==> src/rtl/ppm_frame_ctrl.sv <==
// ppm_frame_ctrl: frame controller sitting behind a 2-bit PPM symbol decoder.
// Assembles four symbols (MSB first) into a byte, counts bytes per frame and
// reports frame completion or the cause of an abort.
//
// Optional feature: define PPM_FRAME_TIMEOUT_EN to abort a frame after
// TIMEOUT_CYC clk cycles in ACTIVE without a sof_rcv or sym_valid.
//
// Ports:
//   clk        system clock, rising edge
//   rst        synchronous active-high reset
//   sof_rcv    start-of-frame pulse
//   eof_rcv    end-of-frame pulse
//   sym_valid  decoded symbol strobe
//   sym_data   decoded 2-bit symbol
//   dec_en     decoder enable, high only in ACTIVE
//   Dout       last assembled byte, held between D_en pulses
//   D_en       new-byte pulse
//   F_en       good-frame pulse
//   byte_cnt   bytes delivered in the current/last frame
//   frame_err  abort pulse
//   err_code   last abort cause: 01 overflow, 10 partial/empty, 11 timeout
module ppm_frame_ctrl #(
  parameter int unsigned MAX_BYTES   = 32,
  parameter int unsigned TIMEOUT_CYC = 1024
) (
  input  logic       clk,
  input  logic       rst,
  input  logic       sof_rcv,
  input  logic       eof_rcv,
  input  logic       sym_valid,
  input  logic [1:0] sym_data,
  output logic       dec_en,
  output logic [7:0] Dout,
  output logic       D_en,
  output logic       F_en,
  output logic [7:0] byte_cnt,
  output logic       frame_err,
  output logic [1:0] err_code
);

  if (MAX_BYTES < 1 || MAX_BYTES > 255) begin : gen_max_bytes_chk
    $error("MAX_BYTES out of range 1..255");
  end
  if (TIMEOUT_CYC < 2 || TIMEOUT_CYC > 65535) begin : gen_timeout_chk
    $error("TIMEOUT_CYC out of range 2..65535");
  end

  typedef enum logic [1:0] {StIdle, StActive, StDrain} state_e;

  localparam logic [1:0] ErrOvf     = 2'b01;
  localparam logic [1:0] ErrPartial = 2'b10;
  localparam logic [1:0] ErrTimeout = 2'b11;

  state_e      state_q, state_d;
  logic [1:0]  phase_q, phase_d;
  logic [5:0]  shift_q, shift_d;
  logic [7:0]  dout_q, dout_d;
  logic [7:0]  cnt_q, cnt_d;
  logic        d_en_q, d_en_d;
  logic        f_en_q, f_en_d;
  logic        err_q, err_d;
  logic [1:0]  code_q, code_d;
  // Set when a byte-completing symbol and a good EOF coincide: D_en goes out
  // first, F_en one cycle later.
  logic        f_pend_q, f_pend_d;
  logic        ovf;
`ifdef PPM_FRAME_TIMEOUT_EN
  logic [15:0] tmo_q, tmo_d;
`endif

  always_comb begin
    state_d  = state_q;
    phase_d  = phase_q;
    shift_d  = shift_q;
    dout_d   = dout_q;
    cnt_d    = cnt_q;
    d_en_d   = 1'b0;
    f_en_d   = f_pend_q;
    err_d    = 1'b0;
    code_d   = code_q;
    f_pend_d = 1'b0;
    ovf      = 1'b0;
`ifdef PPM_FRAME_TIMEOUT_EN
    tmo_d    = tmo_q;
`endif
    unique case (state_q)
      StIdle: begin
        if (sof_rcv) begin
          state_d = StActive;
          cnt_d   = 8'd0;
          phase_d = 2'd0;
`ifdef PPM_FRAME_TIMEOUT_EN
          tmo_d   = 16'd0;
`endif
        end
      end
      StActive: begin
`ifdef PPM_FRAME_TIMEOUT_EN
        tmo_d = tmo_q + 16'd1;
`endif
        if (sof_rcv) begin
          // Silent restart; wins over a simultaneous EOF.
          cnt_d   = 8'd0;
          phase_d = 2'd0;
`ifdef PPM_FRAME_TIMEOUT_EN
          tmo_d   = 16'd0;
`endif
        end else begin
          if (sym_valid) begin
`ifdef PPM_FRAME_TIMEOUT_EN
            tmo_d   = 16'd0;
`endif
            phase_d = phase_q + 2'd1;
            shift_d = {shift_q[3:0], sym_data};
            if (phase_q == 2'd3) begin
              if (cnt_q == 8'(MAX_BYTES)) begin
                ovf = 1'b1;
              end else begin
                dout_d = {shift_q, sym_data};
                cnt_d  = cnt_q + 8'd1;
                d_en_d = 1'b1;
              end
            end
          end
          // EOF is judged on the phase/count after this cycle's symbol.
          if (ovf) begin
            err_d   = 1'b1;
            code_d  = ErrOvf;
            state_d = eof_rcv ? StIdle : StDrain;
          end else if (eof_rcv) begin
            state_d = StIdle;
            if (phase_d == 2'd0 && cnt_d != 8'd0) begin
              if (d_en_d) f_pend_d = 1'b1;
              else        f_en_d   = 1'b1;
            end else begin
              err_d  = 1'b1;
              code_d = ErrPartial;
            end
          end
`ifdef PPM_FRAME_TIMEOUT_EN
          else if (!sym_valid && tmo_q == 16'(TIMEOUT_CYC - 1)) begin
            err_d   = 1'b1;
            code_d  = ErrTimeout;
            state_d = StIdle;
          end
`endif
        end
      end
      StDrain: begin
        if (sof_rcv) begin
          state_d = StActive;
          cnt_d   = 8'd0;
          phase_d = 2'd0;
`ifdef PPM_FRAME_TIMEOUT_EN
          tmo_d   = 16'd0;
`endif
        end else if (eof_rcv) begin
          state_d = StIdle;
        end
      end
      default: state_d = StIdle;
    endcase
  end

  always_ff @(posedge clk) begin
    if (rst) begin
      state_q  <= StIdle;
      phase_q  <= 2'd0;
      shift_q  <= 6'd0;
      dout_q   <= 8'd0;
      cnt_q    <= 8'd0;
      d_en_q   <= 1'b0;
      f_en_q   <= 1'b0;
      err_q    <= 1'b0;
      code_q   <= 2'b00;
      f_pend_q <= 1'b0;
`ifdef PPM_FRAME_TIMEOUT_EN
      tmo_q    <= 16'd0;
`endif
    end else begin
      state_q  <= state_d;
      phase_q  <= phase_d;
      shift_q  <= shift_d;
      dout_q   <= dout_d;
      cnt_q    <= cnt_d;
      d_en_q   <= d_en_d;
      f_en_q   <= f_en_d;
      err_q    <= err_d;
      code_q   <= code_d;
      f_pend_q <= f_pend_d;
`ifdef PPM_FRAME_TIMEOUT_EN
      tmo_q    <= tmo_d;
`endif
    end
  end

  assign dec_en    = (state_q == StActive);
  assign Dout      = dout_q;
  assign D_en      = d_en_q;
  assign F_en      = f_en_q;
  assign byte_cnt  = cnt_q;
  assign frame_err = err_q;
  assign err_code  = code_q;

endmodule
==> config.mk <==
export PLATFORM = sky130hd
export DESIGN_NAME = ppm_frame_ctrl
export DESIGN_NICKNAME = d
export VERILOG_FILES = /design/src/rtl/ppm_frame_ctrl.sv
export SDC_FILE = /design/constraint.sdc
export NUM_CORES = 1
export LEC_CHECK = 0
export ABC_AREA = 1
export CAP_MARGIN = 40
export CORE_MARGIN = 1
export CORE_UTILIZATION = 25
export CTS_CLUSTER_DIAMETER = 30
export DETAILED_ROUTE_END_ITERATION = 10
export PLACE_DENSITY = 0.45
export SLEW_MARGIN = 20
export SYNTH_ARGS = -nofsm -noshare
export SYNTH_HDL_FRONTEND = slang
export SYNTH_SLANG_ARGS = --single-unit
==> constraint.sdc <==
create_clock -name clk -period 2 [get_ports clk]
set_input_delay 0.4 -clock clk [delete_from_list [all_inputs] [get_ports clk]]
set_output_delay 0.4 -clock clk [all_outputs]
set_load 0.02 [all_outputs]
[Yosys cells after proc, flatten, opt, wreduce, memory -nomap -nowiden]
Cells that the tools add are included.
Storage, ports and cells
  memories kept: 0
  memory bits (writable): 0
  bits in read-only memories: 0
  input bits: 7
  logic and storage cells: 83
  latch bits: 0
  output and inout port bits: 22
  register bits after elaboration: 32
Cells by class
  divide/modulo/power cells: 0
  multiply operators: 0
  muxes and demuxes: 44
  equality and inequality tests: 8
  magnitude comparators: 0
  shift-type cells: 0
  reduce and logical (&&, ||, !) cells: 14
  bitwise logic cells: 5
  add/sub/neg operators: 2
Operator list (number)
  8-bit 2-to-1 mux: 7
  2-bit 2-to-1 mux: 14
  1-bit 2-to-1 mux: 20
  8-bit case mux with 2 select lines: 1
  8-bit by 1-bit adder with 8-bit output, second input constant: 1
  8-bit by 6-bit equality test with 1-bit output, second input constant: 1
  8-bit nonzero test: 1
  2-bit != test, second input constant: 3
  2-bit case mux with 3 select lines: 1
  6-bit OR reduction: 1
  1-bit inverter: 5
  5-bit AND reduction: 1
  2-bit equality test, second input constant: 2
  2-bit zero test: 2
  2-bit case mux with 2 select lines: 1
  2-bit AND reduction: 2
  4-bit AND reduction: 1
  2-bit nonzero test: 2
  3-bit AND reduction: 1
  3-bit OR reduction: 1
  2-bit by 1-bit adder with 2-bit output, second input constant: 1
  2-bit by 1-bit equality test with 1-bit output, second input constant: 1
  2-bit by 1-bit != test with 1-bit output, second input constant: 1
  2-bit OR reduction: 1
  1-bit logical AND: 1

[Logic depth before layout (Yosys ltp)]
  depth after elaboration: 13
  gate-level depth with buffers: 14
  gate-level depth less buffers: 14

[Worst setup path before layout]
No wires, ideal clock.
  kind: register to register
  from: register cnt_q[0] (netlist: byte_cnt[0])
  to: register code_q[0] (netlist: err_code[0])
  arrival: 1.652 ns
  required time: 1.869 ns
  path buffers: 0
  setup slack: 0.218 ns
  clock period less this slack: 1.782 ns
  setup time: 0.131 ns
  cell stages (with the launch flop): 15
  path through: dfxtp_1 > inv_1 > ha_1 > nand2_2 > nor2_2 > nand2_1 > nand3_1 > nand2_1 > nand2_1 > nor2_1 > nand2_1 > nand3_2 > nand2_2 > nand2_2 > a21oi_2
On the way
  longest elaborated chain between the ends: 10
  elaborated cells on any way between the ends: 18
  those cells by class: add/sub: 1; eq/ne: 2; mux: 11; reduce/logical: 4
RTL lines
  start: declaration: RTL line 58  | logic [7:0] cnt_q, cnt_d;
  start signal: assignment: RTL line 185  | cnt_q <= cnt_d;
  8-bit by 1-bit adder with 8-bit output or 8-bit by 6-bit equality test with 1-bit output (tied branches): RTL line 120, 116
  8-bit 2-to-1 mux: RTL line 116  | if (cnt_q == 8'(MAX_BYTES)) begin
  8-bit 2-to-1 mux: RTL line 115  | if (phase_q == 2'd3) begin
  8-bit 2-to-1 mux: RTL line 109  | if (sym_valid) begin
  8-bit 2-to-1 mux: RTL line 101  | if (sof_rcv) begin
  8-bit 2-to-1 mux: RTL line 86  | unique case (state_q)
  8-bit nonzero test: RTL line 132  | if (phase_d == 2'd0 && cnt_d != 8'd0) begin
  1-bit logical AND: RTL line 132
  2-bit != test (no line)
  4-bit AND reduction (no line)
  end signal: assignment: RTL line 189  | code_q <= code_d;
  end: declaration: RTL line 62  | logic [1:0] code_q, code_d;
Parallel ways exist; a longest one is shown, timed or not. The select of a mux whose other input is x is not followed.
A chain may end at the register's enable or synchronous reset.

[Final worst setup path]
  from: register cnt_q[2] (netlist: byte_cnt[2])
  to: output port byte_cnt[2]
RTL lines
  end: declaration: RTL line 36  | output logic [7:0] byte_cnt,
No word-level cell between the ends.

==> flow_metrics.py <==
metrics = {
    "power_and_ir_drop": {
        "vdd_drop_max_mv": 0.343,
        "power.density_nw_per_um2": 635,
        "p_total_mw": 1.34,
        "leakage_nw": 0.820,
    },
    "global_routing": {
        "use_met3": 0.0438,
        "grt_pass1_wl_um": 6560,
        "grtUsageMet1": 0.174,
        "antenna_found_initial": 0,
        "busiest_layer": "met2",
        "grt_pass1_vias": 1395,
        "grt_overflow": 0,
        "use_met2": 0.208,
        "globalRouteTotalUtil": 0.133,
        "grt_max_degree": 14,
    },
    "route": {
        "routed_wl_um": 3850,
        "drtIter0Drc": 69,
        "vias": 1469,
        "drc_errors": 0,
        "drt_pre_antenna_iters": 4,
        "avgRoutedWirePerCell_um": 11.6,
        "postRouteAntennaNets": 0,
        "viasPerCell": 4.41,
    },
    "logic_synthesis": {
        "synth_seq_cells": 32,
        "yosys_warnings": 0,
        "seq_area_frac_synth": 0.413,
        "syn_inst": 212,
        "ys.flop_type": "dfxtp_1",
        "netlist-cell-type-count": 28,
        "synth_edf_count": 0,
        "synth_nets": 222,
        "syn_area_sq_um": 1550,
        "avgSynthCellArea_sq_um": 7.31,
        "async_reset_ff_frac": 0,
    },
    "final_layout": {
        "multiInputGateArea_sq_um": 787,
        "n_antenna_cell": 0,
        "area_delta_synth_final_pct": 36.5,
        "n_fill_cell": 674,
        "fin_cells": 333,
        "final_layout_size_suffix_gt1_frac": 0.167,
        "regArea_sq_um": 641,
        "final_net_count": 267,
    },
    "clocking": {
        "numCtsBuffers": 5,
        "cts_buffer_depth": 2,
        "cts.sinks": 32,
        "clk_pin_slew_ns": 0.07,
        "post_cts_buffers": 0,
        "cts_root_buf": "clkbuf_8",
        "htreeDepth": 2,
        "cts_tree": "yes",
        "ctsResizeCount": 0,
        "insertion_delay_ns": 0.28,
        "cts_hold_buf": 0,
    },
    "sta": {
        "final-hold-violation-count": 0,
        "final.min_clock_period_ns": 1.90,
        "drv_slew": 0,
        "whs_ns": 0.461,
        "relSlewSlack": 0.753,
        "finClkSkew_ns": 0.00438,
        "final.setup.worst_slack_ns": 0.104,
        "finalCritPeriodShare": 0.948,
        "rsz0062_at_grt": "false",
        "setup_viol": 0,
        "worst_pin_slew_ns": 0.369,
        "fmax_mhz": 527,
    },
    "floorplanning": {
        "io_pins": 29,
        "initial_utilization": 0.260,
        "die_y_um": 80.7,
        "core_area_sq_um": 5960,
        "dieWidth_um": 80.7,
        "rows": 28,
        "die_area_sq_um": 6520,
    },
    "critical_path": {
        "critPathKind": "flop to primary output",
        "cp.depth": 1,
        "r2r-start": "byte_cnt[1]",
        "crit_path_max_fanout": 10,
        "cp-end-kind": "primary output",
        "cpMaxStageDelayCell": "clkdlybuf4s50_1",
        "critical_path_buf_inv_count": 1,
        "r2r_cells": 13,
        "required_ns": 1.60,
        "slowest_delay_ns": 0.68,
        "cp-start-kind": "flop",
        "crit_family": "buffers and inverters",
        "path_cells": "clkdlybuf4s50_1",
        "arrival_ns": 1.50,
        "crit_start": "byte_cnt[2]",
    },
    "hold_path": {
        "hold_class": "flop to flop",
        "hold_path_depth": 2,
        "holdCritStartpoint": "Dout[2]",
    },
    "place": {
        "gp_congestion": 0.808,
        "port_buffers": 28,
        "dpl_worst_slack_ns": -0.0757,
        "place_inst": 325,
        "dp_hpwl_um": 2860,
    },
    "outcome": {
        "outcome": "completed",
    },
    "job": {
        "drv_cap": 0,
    },
}
-- final cells by class --
| cell class | count | share of cell area |
|---|---|---|
| multi-input cells | 151 | 0.372 |
| well taps | 75 | 0.0444 |
| inverters | 25 | 0.0467 |
| clock inverters | 2 | 0.0166 |
| clock buffers | 6 | 0.0343 |
| flip-flops and latches | 32 | 0.303 |
| repair buffers | 42 | 0.183 |
-- kinds of logic (layout without fill, tap and decap cells) --
logic type,count (synthesis),after routing,share of synthesized area
simple gates,105,105,0.320
buf+inv,29,75,0.0791
xor+xnor,3,3,0.0170
flops,32,32,0.413
compound gates,40,40,0.146
fa+ha+maj,3,3,0.0242
-- worst paths after layout --
check,slack (ns),endpoint
max,0.10,byte_cnt[2]
max reg2reg,0.25,err_code[0]
min,0.46,Dout[2]
min reg2reg,0.46,Dout[2]
-- through the flow --
step                cell area (sq um)   util  setup TNS, ns
floorplan                        1550      -              0
global placement                 2010  0.337         -0.104
detailed placement               2010  0.337         -0.151
CTS                              2110  0.355              0
global route                     2120  0.355              0
finish                           2120  0.355              0
-- synthesized netlist by cell type, types with 2 or more instances --
| cell type | count | share of area |
|---|---|---|
| nand2_1 | 47 | 0.11 |
| dfxtp_1 | 32 | 0.41 |
| inv_1 | 22 | 0.053 |
| nand3_1 | 21 | 0.068 |
| a21oi_1 | 18 | 0.058 |
| nor2_1 | 17 | 0.041 |
| o21ai_0 | 15 | 0.048 |
| nand2_2 | 6 | 0.024 |
| nor2_2 | 5 | 0.020 |
| nand3_2 | 4 | 0.026 |
| ha_1 | 3 | 0.024 |
| a21oi_2 | 2 | 0.011 |
| clkbuf_1 | 2 | 0.0048 |
| nand4_1 | 2 | 0.0081 |
| o21ai_1 | 2 | 0.0065 |
| xor2_1 | 2 | 0.011 |
-- per-layer routing --
metal,up-vias,wire (um),share of wire
met2,37,1720,0.45
met4,0,42,0.011
li1,778,-,-
met1,649,1900,0.49
met3,5,185,0.048
met5,-,0,0
-- cell usage in the layout, fill, tap and decap left out, types with 2 or more instances in the layout --
cell type / netlist / layout
nand2_1: 47 / 47
dfxtp_1: 32 / 32
clkdlybuf4s50_1: 0 / 27
inv_1: 22 / 22
nand3_1: 21 / 21
a21oi_1: 18 / 18
nor2_1: 17 / 17
o21ai_0: 15 / 15
buf_4: 0 / 14
nand2_2: 6 / 6
nor2_2: 5 / 5
clkbuf_8: 0 / 5
nand3_2: 4 / 4
ha_1: 3 / 3
xor2_1: 2 / 2
o21ai_1: 2 / 2
nand4_1: 2 / 2
a21oi_2: 2 / 2
-- registers in the layout (all words and copies together) (netlist names) --
signal	count
phase_q	2
byte_cnt	8
D_en	1
f_pend_q	1
frame_err	1
Dout	8
shift_q	6
state_q	2
F_en	1
err_code	2
-- power breakdown --
part / total, mW / switching [mW] / internal [mW] / leakage (nW)
Clock: 0.613 / 0.244 / 0.370 / 0.0552
Sequential: 0.647 / 0.00392 / 0.643 / 0.258
Combinational: 0.0824 / 0.0490 / 0.0334 / 0.506
Total: 1.34 / 0.297 / 1.05 / 0.820
Note: power is estimated with default switching activity, not from simulation.
